<file path="config.mk">
export PLATFORM = sky130hd
export DESIGN_NAME = buffer_sequencer
export DESIGN_NICKNAME = d
export VERILOG_FILES = /design/src/rtl/buffer_sequencer.sv
export SDC_FILE = /design/constraint.sdc
export NUM_CORES = 1
export LEC_CHECK = 0
export CORE_MARGIN = 4
export CORE_UTILIZATION = 25
export DETAILED_ROUTE_END_ITERATION = 12
export GPL_ROUTABILITY_DRIVEN = 0
export SLEW_MARGIN = 10
export SYNTH_ARGS = -nofsm -noshare
export SYNTH_HDL_FRONTEND = slang
export SYNTH_SLANG_ARGS = --single-unit
export TNS_END_PERCENT = 30
</file>
<file path="constraint.sdc">
create_clock -name clk -period 4.05 [get_ports clk]
set_input_delay 0.6075 -clock clk [delete_from_list [all_inputs] [get_ports clk]]
set_output_delay 0.6075 -clock clk [all_outputs]
set_load 0.01 [all_outputs]
</file>
<file path="src/rtl/buffer_sequencer.sv">
// rtl/buffer_sequencer.sv - pattern buffer field-pass / serial-load sequencer
// with a display-buffer select that defers swaps onto a buffer being rewritten.
module buffer_sequencer #(
  parameter int buffer_size  = 22,
  parameter int buffer_width = 8,
  parameter int no_bufs      = 8
) (
  input  logic                   clk,
  input  logic                   rst_n,
  input  logic                   start,
  input  logic [2:0]             buf_id,
  input  logic                   op_write,
  input  logic                   ser_req,
  input  logic [2:0]             ser_addr,
  input  logic [2:0]             disp_sel,
  input  logic                   disp_swap,
  output logic [no_bufs-1:0]     bufp,
  output logic [no_bufs-1:0]     buffer_select,
  output logic [buffer_size-1:0] fieldp,
  output logic [buffer_size-1:0] fieldwp,
  output logic                   field_write,
  output logic                   ssel,
  output logic [2:0]             saddr,
  output logic                   busy,
  output logic                   done,
  output logic                   start_rej
);

  typedef enum logic [2:0] {IDLE, PASS, WB, SER, DONE} state_t;

  localparam logic [4:0] last_idx = 5'(buffer_size - 1);
  localparam logic [7:0] ser_last = 8'(buffer_size * buffer_width - 1);

  state_t     state, state_nxt;
  logic [4:0] idx;
  logic [7:0] scnt;
  logic [2:0] buf_q;
  logic       wr_q;
  logic       pend;
  logic [2:0] pend_sel;
  logic       swap_hold;

  always_ff @(posedge clk or negedge rst_n) begin
    if (!rst_n) state <= IDLE;
    else        state <= state_nxt;
  end

  always_comb begin
    state_nxt = state;
    case (state)
      IDLE: begin
        if (ser_req)    state_nxt = SER;
        else if (start) state_nxt = PASS;
      end
      PASS:    if (idx == last_idx) state_nxt = wr_q ? WB : DONE;
      WB:      state_nxt = DONE;
      SER:     if (scnt == ser_last) state_nxt = DONE;
      DONE:    state_nxt = IDLE;
      default: state_nxt = IDLE;
    endcase
  end

  // Writes trail reads by one field; WB flushes the final field.
  always_comb begin
    fieldp      = '0;
    fieldwp     = '0;
    field_write = 1'b0;
    ssel        = 1'b0;
    busy        = (state != IDLE);
    done        = (state == DONE);
    case (state)
      PASS: begin
        fieldp = buffer_size'(1) << idx;
        if (wr_q && idx != 5'd0) begin
          fieldwp     = buffer_size'(1) << (idx - 5'd1);
          field_write = 1'b1;
        end
      end
      WB: begin
        fieldwp     = {1'b1, {(buffer_size-1){1'b0}}};
        field_write = 1'b1;
      end
      SER:     ssel = 1'b1;
      default: ;
    endcase
  end

  always_ff @(posedge clk or negedge rst_n) begin
    if (!rst_n) begin
      idx       <= '0;
      scnt      <= '0;
      buf_q     <= '0;
      wr_q      <= 1'b0;
      saddr     <= '0;
      bufp      <= no_bufs'(1);
      start_rej <= 1'b0;
    end else begin
      start_rej <= start && (state != IDLE || ser_req);
      case (state)
        IDLE: begin
          idx  <= '0;
          scnt <= '0;
          if (ser_req) begin
            saddr <= ser_addr;
          end else if (start) begin
            buf_q <= buf_id;
            wr_q  <= op_write;
            bufp  <= no_bufs'(1) << buf_id;
          end
        end
        PASS:    idx  <= idx + 5'd1;
        SER:     scnt <= scnt + 8'd1;
        default: ;
      endcase
    end
  end

  // Never show a buffer on the display while it is being rewritten.
  assign swap_hold = (state == PASS || state == WB) && wr_q && (disp_sel == buf_q);

  always_ff @(posedge clk or negedge rst_n) begin
    if (!rst_n) begin
      buffer_select <= no_bufs'(1);
      pend          <= 1'b0;
      pend_sel      <= '0;
    end else if (disp_swap) begin
      if (swap_hold) begin
        pend     <= 1'b1;
        pend_sel <= disp_sel;
      end else begin
        buffer_select <= no_bufs'(1) << disp_sel;
        pend          <= 1'b0;
      end
    end else if (state == DONE && pend) begin
      buffer_select <= no_bufs'(1) << pend_sel;
      pend          <= 1'b0;
    end
  end

endmodule
</file>
Yosys cells after proc, flatten, opt, wreduce, memory -nomap -nowiden:

Index checks and enable logic that the tools add are counted.

* bitwise gates (word level): 1
* eq/ne operators: 11
* shift-type cells: 5
* add/sub/neg operators: 3
* reduce and logical (&&, ||, !) cells: 18
* muxes and demuxes: 20

Operators by type and width (count)
* $mux 22: 2
* $pmux 22 s2: 1
* $shl 1x5->22 const A: 2
* $mux 8: 3
* $shl 1x3->8 const A: 3
* $pmux 8 s2: 1
* $mux 3: 5
* $pmux 3 s4: 1
* $pmux 5 s2: 1
* $add 8x1->8 const B: 1
* $eq 8x8->1 const B: 1
* $eq 3x2->1 const B: 2
* $ne 2x2->1 const B: 3
* $reduce_and 2->1: 3
* $reduce_and 3->1: 2
* $reduce_bool 2->1: 3
* $add 5x1->5 const B: 1
* $eq 5x5->1 const B: 1
* $logic_and 1x1->1: 5
* $mux 1: 5
* $reduce_bool 5->1: 1
* $sub 5x1->5 const B: 1
* $eq 3x1->1 const B: 1
* $eq 3x3->1: 1
* other kinds (7): 8

* input port bits: 15
* output and inout bits: 68
* register bits after elaboration: 44

Depth between registers and ports, before layout:

Gate-level depths: netlist of the first run.

* depth after elaboration: 6
* mapped depth: 6
* gate-level depth less buffers: 6

Worst setup path after synthesis of the first run:

No wires, ideal clock.

* kind: reg2out
* start: register idx[0]
* end: output fieldwp[20]
* arrival time: 1.674 ns
* path slack: 1.768 ns
* buffers on the path: 0
* cell stages (with the launch flop): 7
* required time: 3.442 ns
* cells stage by stage: dfrtp_1 inv_1 ha_1 nor3b_1 mux2_2 nand3_1 nor3b_1

* longest elaborated chain between the ends: 4
* elaborated cells on any way between the ends: 6

RTL lines
* from (decl): RTL line 35 `logic [4:0] idx;`
* from (signal assigned): RTL line 111 `PASS: idx <= idx + 5'd1;`
* $sub 5x1->5 or $reduce_bool 5->1 (tied branches): RTL line 75, 74
* $shl 1x5->22 or $logic_and 1x1->1 (tied branches): RTL line 75, 74
* $mux 22 *: RTL line 74 `if (wr_q && idx != 5'd0) begin`
* $pmux 22 s2 *: RTL line 71 `case (state)`
* to (decl): RTL line 20 `output logic [buffer_size-1:0] fieldwp,`

Mark *: on every way between the ends. The rest lies on a longest branch, timed or not.

Worst setup path in the final report of the first run:

* start: register idx[0]
* end: output fieldwp[21]

The elaborated chain is that of the path after synthesis.

==> impl_metrics.csv, run 1 <==
group,metric,value,unit
power,switchingPower,0.7946,mW
setup_path,timing.rr.start,"state[1]",
synth,ys_seq_elements,44,
setup_path,worst_setup_path_start_kind,"register",
drt,viasPerCell,4.528,
power,combPwrFrac,46.5,%
floorplan,core,0.01028,mm²
drt,wire_per_inst,13.07,µm
setup_path,worstRegToRegCells,3,
layout,layout.cells.most_common,"clkdlybuf4s50_1",
synth,syn_nets,311,
power,p_int,1.225,mW
timing,tightest_slew,980.1,ps
drt,drt_pass1_iterations,4,
layout,layout-drive-gt1-share,12.57,%
timing,finalCritPeriodShare,79.35,%
power,p_clk_share,17.6,%
setup_path,r2r_slack,1990,ps
timing,finalCriticalPeriod,3214,ps
drt,drtAntennaViolNets,0,
layout,fill_cells,1073,
synth,postSynthAreaPerCell,9.168,µm²
power,power.static_leakage,1.470,nW
setup_path,cp_max_fo,8,
clock_tree,post_cts_resized,0,
clock_tree,worstSkewPairLatency,290,ps
clock_tree,cts-root-buf,"clkbuf_8",
drt,drc,0,
drt,vias,2273,
synth,ys_warn_count,0,
power,vdd_ir_drop_max,0.0002516,V
synth,synth.area.top_cells,"dfrtp_1, mux2_2, nor2_1",
setup_path,cpPeakStageDelay,570,ps
floorplan,initial_core_util,25.60,%
setup_path,critPathKind,"register to primary output",
global_route,grt_antenna_before_repair,0,
timing,hold_viol_final,0,
synth,synth-seq-area-share,41.94,%
layout,nets,389,
synth,yosys.area.top_type,"dfrtp_1",
clock_tree,cts_setup_buffers,0,
global_route,grt_max_degree,45,
timing,max-slew-margin-rel,34.66,%
clock_tree,clk_pin_slew,90,ps
floorplan,num_rows,37,
timing,fin_skew,7.706,ps
setup_path,cp-end-kind,"primary output",
layout,layout_common_cells,"clkdlybuf4s50_1, nor2_1, dfrtp_1",
layout,area_growth,39.32,%
synth,syn_inst,287,
layout,final-seq-area,0.001104,mm²
global_route,grt_usage,10.75,%
global_route,grt_pass1_vias,2326,
synth,synthFlopType,"dfrtp_1",
floorplan,ios,83,
setup_path,cp.required,3440,ps
drt,totalWireLength,6.562,mm
clock_tree,cts_buffer_depth,2,
layout,multi_input_area,0.001410,mm²
global_route,grt_pass1_wl,11.24,mm
timing,finalSetupViolCount,0,
timing,rsz0062_at_grt,"false",
worst_hold_path,hold_class,"input pin to async pin",
power,swShare,39.35,%
floorplan,die_area,0.01223,mm²
layout,n_antenna_cell,0,
floorplan,die_h,110.6,µm
drt,drt_iter0_drc,104,
power,p_seq_share,35.9,%
timing,max_freq,311.2,MHz
clock_tree,clkSinkCount,44,
setup_path,crit_arrival,2610,ps
timing,setup_tns,0,ps
clock_tree,cts_tree,"done",
status,status,"finished clean",
synth,synth_edf_count,0,
timing,slew_violations,0,
synth,synth_cell_types,44,
global_route,overflow,0,
synth,synth_area,0.002631,mm²
clock_tree,holdBufCountCts,0,
power,power.density,550.8,mW/mm²
clock_tree,htreeDepth,2,
clock_tree,cts_buffers,5,
setup_path,r2r_end,"buf_q[0]",
place,place.detailed.hpwl,5.004,mm
floorplan,die_w,110.6,µm
synth,synth_top_area_share,39.94,%
job,cap_violations,0,
timing,holdWs,465.6,ps
synth,synthArstFlopShare,100.0,%
setup_path,path_cells,"inv_1 -> ha_1 -> nor3b_1 -> mux2_2 -> nand3_1 -> o21ai_0 -> clkdlybuf4s50_1",
place,numPortBuffers,82,
setup_path,cp_slowest_cell,"clkdlybuf4s50_1",
[per-stage QoR]
step | instances | total power, mW | setup WS (ps) | util [%] | cell area (µm²)
final | 502 | 2.019 | 836.5 | 35.67 | 3666
after global routing | 502 | 2.185 | 580.9 | 35.67 | 3666
after CTS | 502 | 2.048 | 788.5 | 35.67 | 3666
after detailed placement | 494 | 1.684 | 1132 | 34.49 | 3545
after global placement | 494 | 1.666 | 1234 | 34.49 | 3545
after floorplan | 287 | 1.336 | 1768 | - | 2631
[kinds of logic (layout without fill, tap and decap cells)]
family                     Yosys count  in the layout  synth area share, %
xor gates and xnor gates             8              8                2.663
muxes                               24             24                10.03
buffers and inverters               23            102                4.470
and+or+nand+nor                    138            138                26.44
DFF                                 44             44                41.94
adders and majority gates            9              9                4.280
AOI/OAI and AO/OA                   41             41                10.18
[Yosys cell counts, types with 4 or more instances]
library cell,instances
inv_1,12
ha_1,9
nor3_1,6
nor2_2,8
o31ai_1,4
mux2_2,19
and2_1,9
nand3_1,4
a21oi_1,4
o21ai_0,18
nand3b_1,6
buf_2,4
dfrtp_1,42
nor2_1,45
nand4_1,6
mux2i_1,5
xor2_1,5
nand2_1,38
[per-layer routing]
layer / global-route usage, % / routed length, µm
met5: 0 / 0
met1: 13.74 / 2976
met2: 17.72 / 3130
met4: 2.791 / 70
met3: 3.233 / 384
[worst max path at each step]
stage                     depth (start not counted)  startpoint           to  slack, ps
after floorplan                                   6      idx[0]  fieldwp[20]       1770
after global placement                            7      idx[0]  fieldwp[20]       1230
after detailed placement                          7      idx[0]  fieldwp[21]       1130
after CTS                                         7      idx[0]  fieldwp[21]        790
after global routing                              7      idx[0]  fieldwp[21]        580
final                                             7      idx[0]  fieldwp[21]        840
[state kept, by name (all words and copies together), names as in the netlist, 3 cells and up]
signal and flops:
buf_q 3, buffer_select 8, bufp 8, idx 5, pend_sel 3, saddr 3
scnt 8, state 3
[power groups by stage]
| stage | Combinational, mW | Sequential [mW] | Clock (mW) |
|---|---|---|---|
| final | 0.939 | 0.725 | 0.355 |
| after global routing | 1.04 | 0.752 | 0.391 |
| after CTS | 0.955 | 0.726 | 0.366 |
| after detailed placement | 0.952 | 0.732 | 0 |
| after global placement | 0.942 | 0.724 | 0 |
| after floorplan | 0.637 | 0.699 | 0 |
[critical path: cells and delay by family (launching register included)]
kind            cells  cell delay, ps
mux                 1             200
simple gates        2             450
fa+ha+maj           1             260
buf+inv             2             710
flops               1             470
compound gates      1             230
[final cells by class]
class,count,area share [%]
inverter,12,1.229
clock buffer,6,2.253
clock inverter,2,1.058
timing repair buffer,82,22.25
sequential,44,30.10
tap,136,4.642
multi-input combinational,220,38.46
(Power assumes the default switching activity.)
==> inputs of run 2 (changes only) <==
==> constraint.sdc (replaced) <==
create_clock -name clk -period 3.2 [get_ports clk]
set_input_delay 0.48 -clock clk [delete_from_list [all_inputs] [get_ports clk]]
set_output_delay 0.48 -clock clk [all_outputs]
set_load 0.01 [all_outputs]
==> run 2 against run 1 <==
First-iteration DRC count increased by 25%. Clock skew increased by 4.8 ps. Sequential power up 25%. Combinational power grew 31%. Die area is the same. Utilization grew 0.16 points. Non-clock buffer count increased by 2. Via count down 1.0%. Final area up 0.44%. Critical path depth fell by 3.
==> impl_metrics.csv, run 2 (same netlist as run 1, synthesis figures left out) <==
group,metric,value,unit
status,status,"finished clean",
place,place_inst,496,
drt,vias,2250,
setup_path,cp.required,2720,ps
setup_path,critPathKind,"register to primary output",
timing,setup_tns,0,ps
floorplan,num_rows,37,
timing,max-slew-margin-rel,34.76,%
layout,fill_cells,1057,
global_route,grt_usage,10.54,%
clock_tree,clkSinkCount,44,
drt,totalWireLength,6.538,mm
global_route,grt_antenna_before_repair,0,
drt,viasPerCell,4.464,
drt,drt_pass1_iterations,4,
setup_path,cp_max_fo,9,
layout,nets,391,
layout,top_regs,"buffer_select (8), bufp (8), scnt (8)",
power,power.static_leakage,1.479,nW
global_route,grt_pass1_wl,11.07,mm
floorplan,die_h,110.6,µm
power,combPwrFrac,48.0,%
setup_path,worst_setup_path_start_kind,"register",
timing,finalCriticalPeriod,3026,ps
global_route,grt_max_degree,45,
power,swShare,39.74,%
setup_path,critPathLaunch,"state[0]",
setup_path,timing.rr.start,"state[1]",
setup_path,path_cells,"or3b_4 -> or3_1 -> nor2_2 -> clkdlybuf4s50_1",
clock_tree,cts_buffer_depth,2,
timing,fin_skew,12.46,ps
setup_path,crit_arrival,2550,ps
setup_path,r2r_slack,1140,ps
clock_tree,cts-root-buf,"clkbuf_8",
clock_tree,cts_tree,"done",
drt,wire_per_inst,12.97,µm
place,numPortBuffers,82,
floorplan,core,0.01028,mm²
timing,finalCritPeriodShare,94.56,%
drt,drt_iter0_drc,130,
power,vdd_ir_drop_max,0.0003545,V
setup_path,worstRegToRegCells,4,
global_route,overflow,0,
clock_tree,worstSkewPairLatency,300,ps
layout,layout_common_cells,"clkdlybuf4s50_1, nor2_1, dfrtp_1",
global_route,grt_pass1_vias,2268,
timing,holdWs,329.9,ps
power,switchingPower,1.021,mW
worst_hold_path,hold_class,"input pin to async pin",
setup_path,cp_slowest_cell,"dfrtp_1",
setup_path,cp-end-kind,"primary output",
timing,tightest_slew,978.6,ps
floorplan,initial_core_util,25.60,%
power,p_int,1.549,mW
power,power.density,698.1,mW/mm²
timing,rsz0062_at_grt,"false",
layout,instances_no_fill,504,
power,p_seq_share,35.1,%
job,cap_violations,0,
layout,area_growth,39.94,%
clock_tree,htreeDepth,2,
layout,layout.cells.most_common,"clkdlybuf4s50_1",
setup_path,r2r_end,"wr_q",
floorplan,die_area,0.01223,mm²
layout,n_antenna_cell,0,
layout,post-route-util,35.83,%
timing,max_freq,330.5,MHz
place,place.detailed.hpwl,4.966,mm
drt,drc,0,
clock_tree,cts_buffers,5,
timing,finalSetupViolCount,0,
floorplan,ios,83,
timing,slew_violations,0,
floorplan,die_w,110.6,µm
drt,drtAntennaViolNets,0,
timing,hold_viol_final,0,
setup_path,critical_path.endpoint,"fieldp[6]",
power,p_clk_share,16.9,%
setup_path,cpPeakStageDelay,570,ps
layout,layout-drive-gt1-share,13.59,%
clock_tree,clk_pin_slew,90,ps
## run 2: cell count changes in the layout (fill, tap and decap cells not counted), sizes merged
cell	delta
buf	+2
clkbuf	-1
clkinv	+1
## run 2: cell type report
type / instances / area, µm² / share of cell area, %
Inverter: 12 / 45.04 / 1.223
Sequential cell: 44 / 1105 / 30.00
Clock buffer: 5 / 68.82 / 1.869
Tap cell: 136 / 170.2 / 4.621
Timing Repair Buffer: 84 / 830.8 / 22.56
Clock inverter: 3 / 47.55 / 1.291
Multi-Input combinational cell: 220 / 1415 / 38.43
## run 2: through the flow
step | area, µm² | power (mW) | setup WS (ps)
after floorplan | 2631 | 1.691 | 1046
after global placement | 3560 | 2.129 | 504.4
after detailed placement | 3560 | 2.154 | 451.2
after CTS | 3676 | 2.606 | 111.6
after global routing | 3682 | 2.777 | 19.43
final | 3682 | 2.571 | 174.2
## run 2: critical path: cells and delay by family, from the launching register on
family	cells	cell delay, ps
flip-flops	1	570
buffers and inverters	1	540
AND/OR/NAND/NOR	3	1140
## run 2: routing by layer
metal,track usage (%),part of all wire (%),up-vias
met5,0,0,-
met4,3.120,1.7,0
met3,3.288,6.3,10
met2,16.46,45,63
met1,13.99,47,1035
li1,-,-,1142
## run 2: power groups by stage
stage | combinational (mW) | sequential, mW | clock (mW)
global placement | 1.22 | 0.905 | 0
global route | 1.37 | 0.937 | 0.474
CTS | 1.25 | 0.901 | 0.454
detailed placement | 1.24 | 0.911 | 0
floorplan | 0.806 | 0.885 | 0
finish | 1.23 | 0.903 | 0.434
## run 2: what timing repair did
item	in CTS	in global routing
endpoints found under the setup margin	0	7
buffers inserted	0	0
gates resized for setup	0	2
hold buffers	0	0
## run 2: worst min-delay path by stage
| stage | from | end | slack (ps) | cells after the start |
|---|---|---|---|---|
| after global routing | rst_n | buffer_select[1] | 410 | 1 |
| after CTS | rst_n | buffer_select[1] | 360 | 1 |
| after floorplan | rst_n | buf_q[0] | 180 | 0 |
| after detailed placement | pend | pend | 470 | 2 |
| final | rst_n | buffer_select[1] | 330 | 1 |
| after global placement | pend | pend | 460 | 2 |
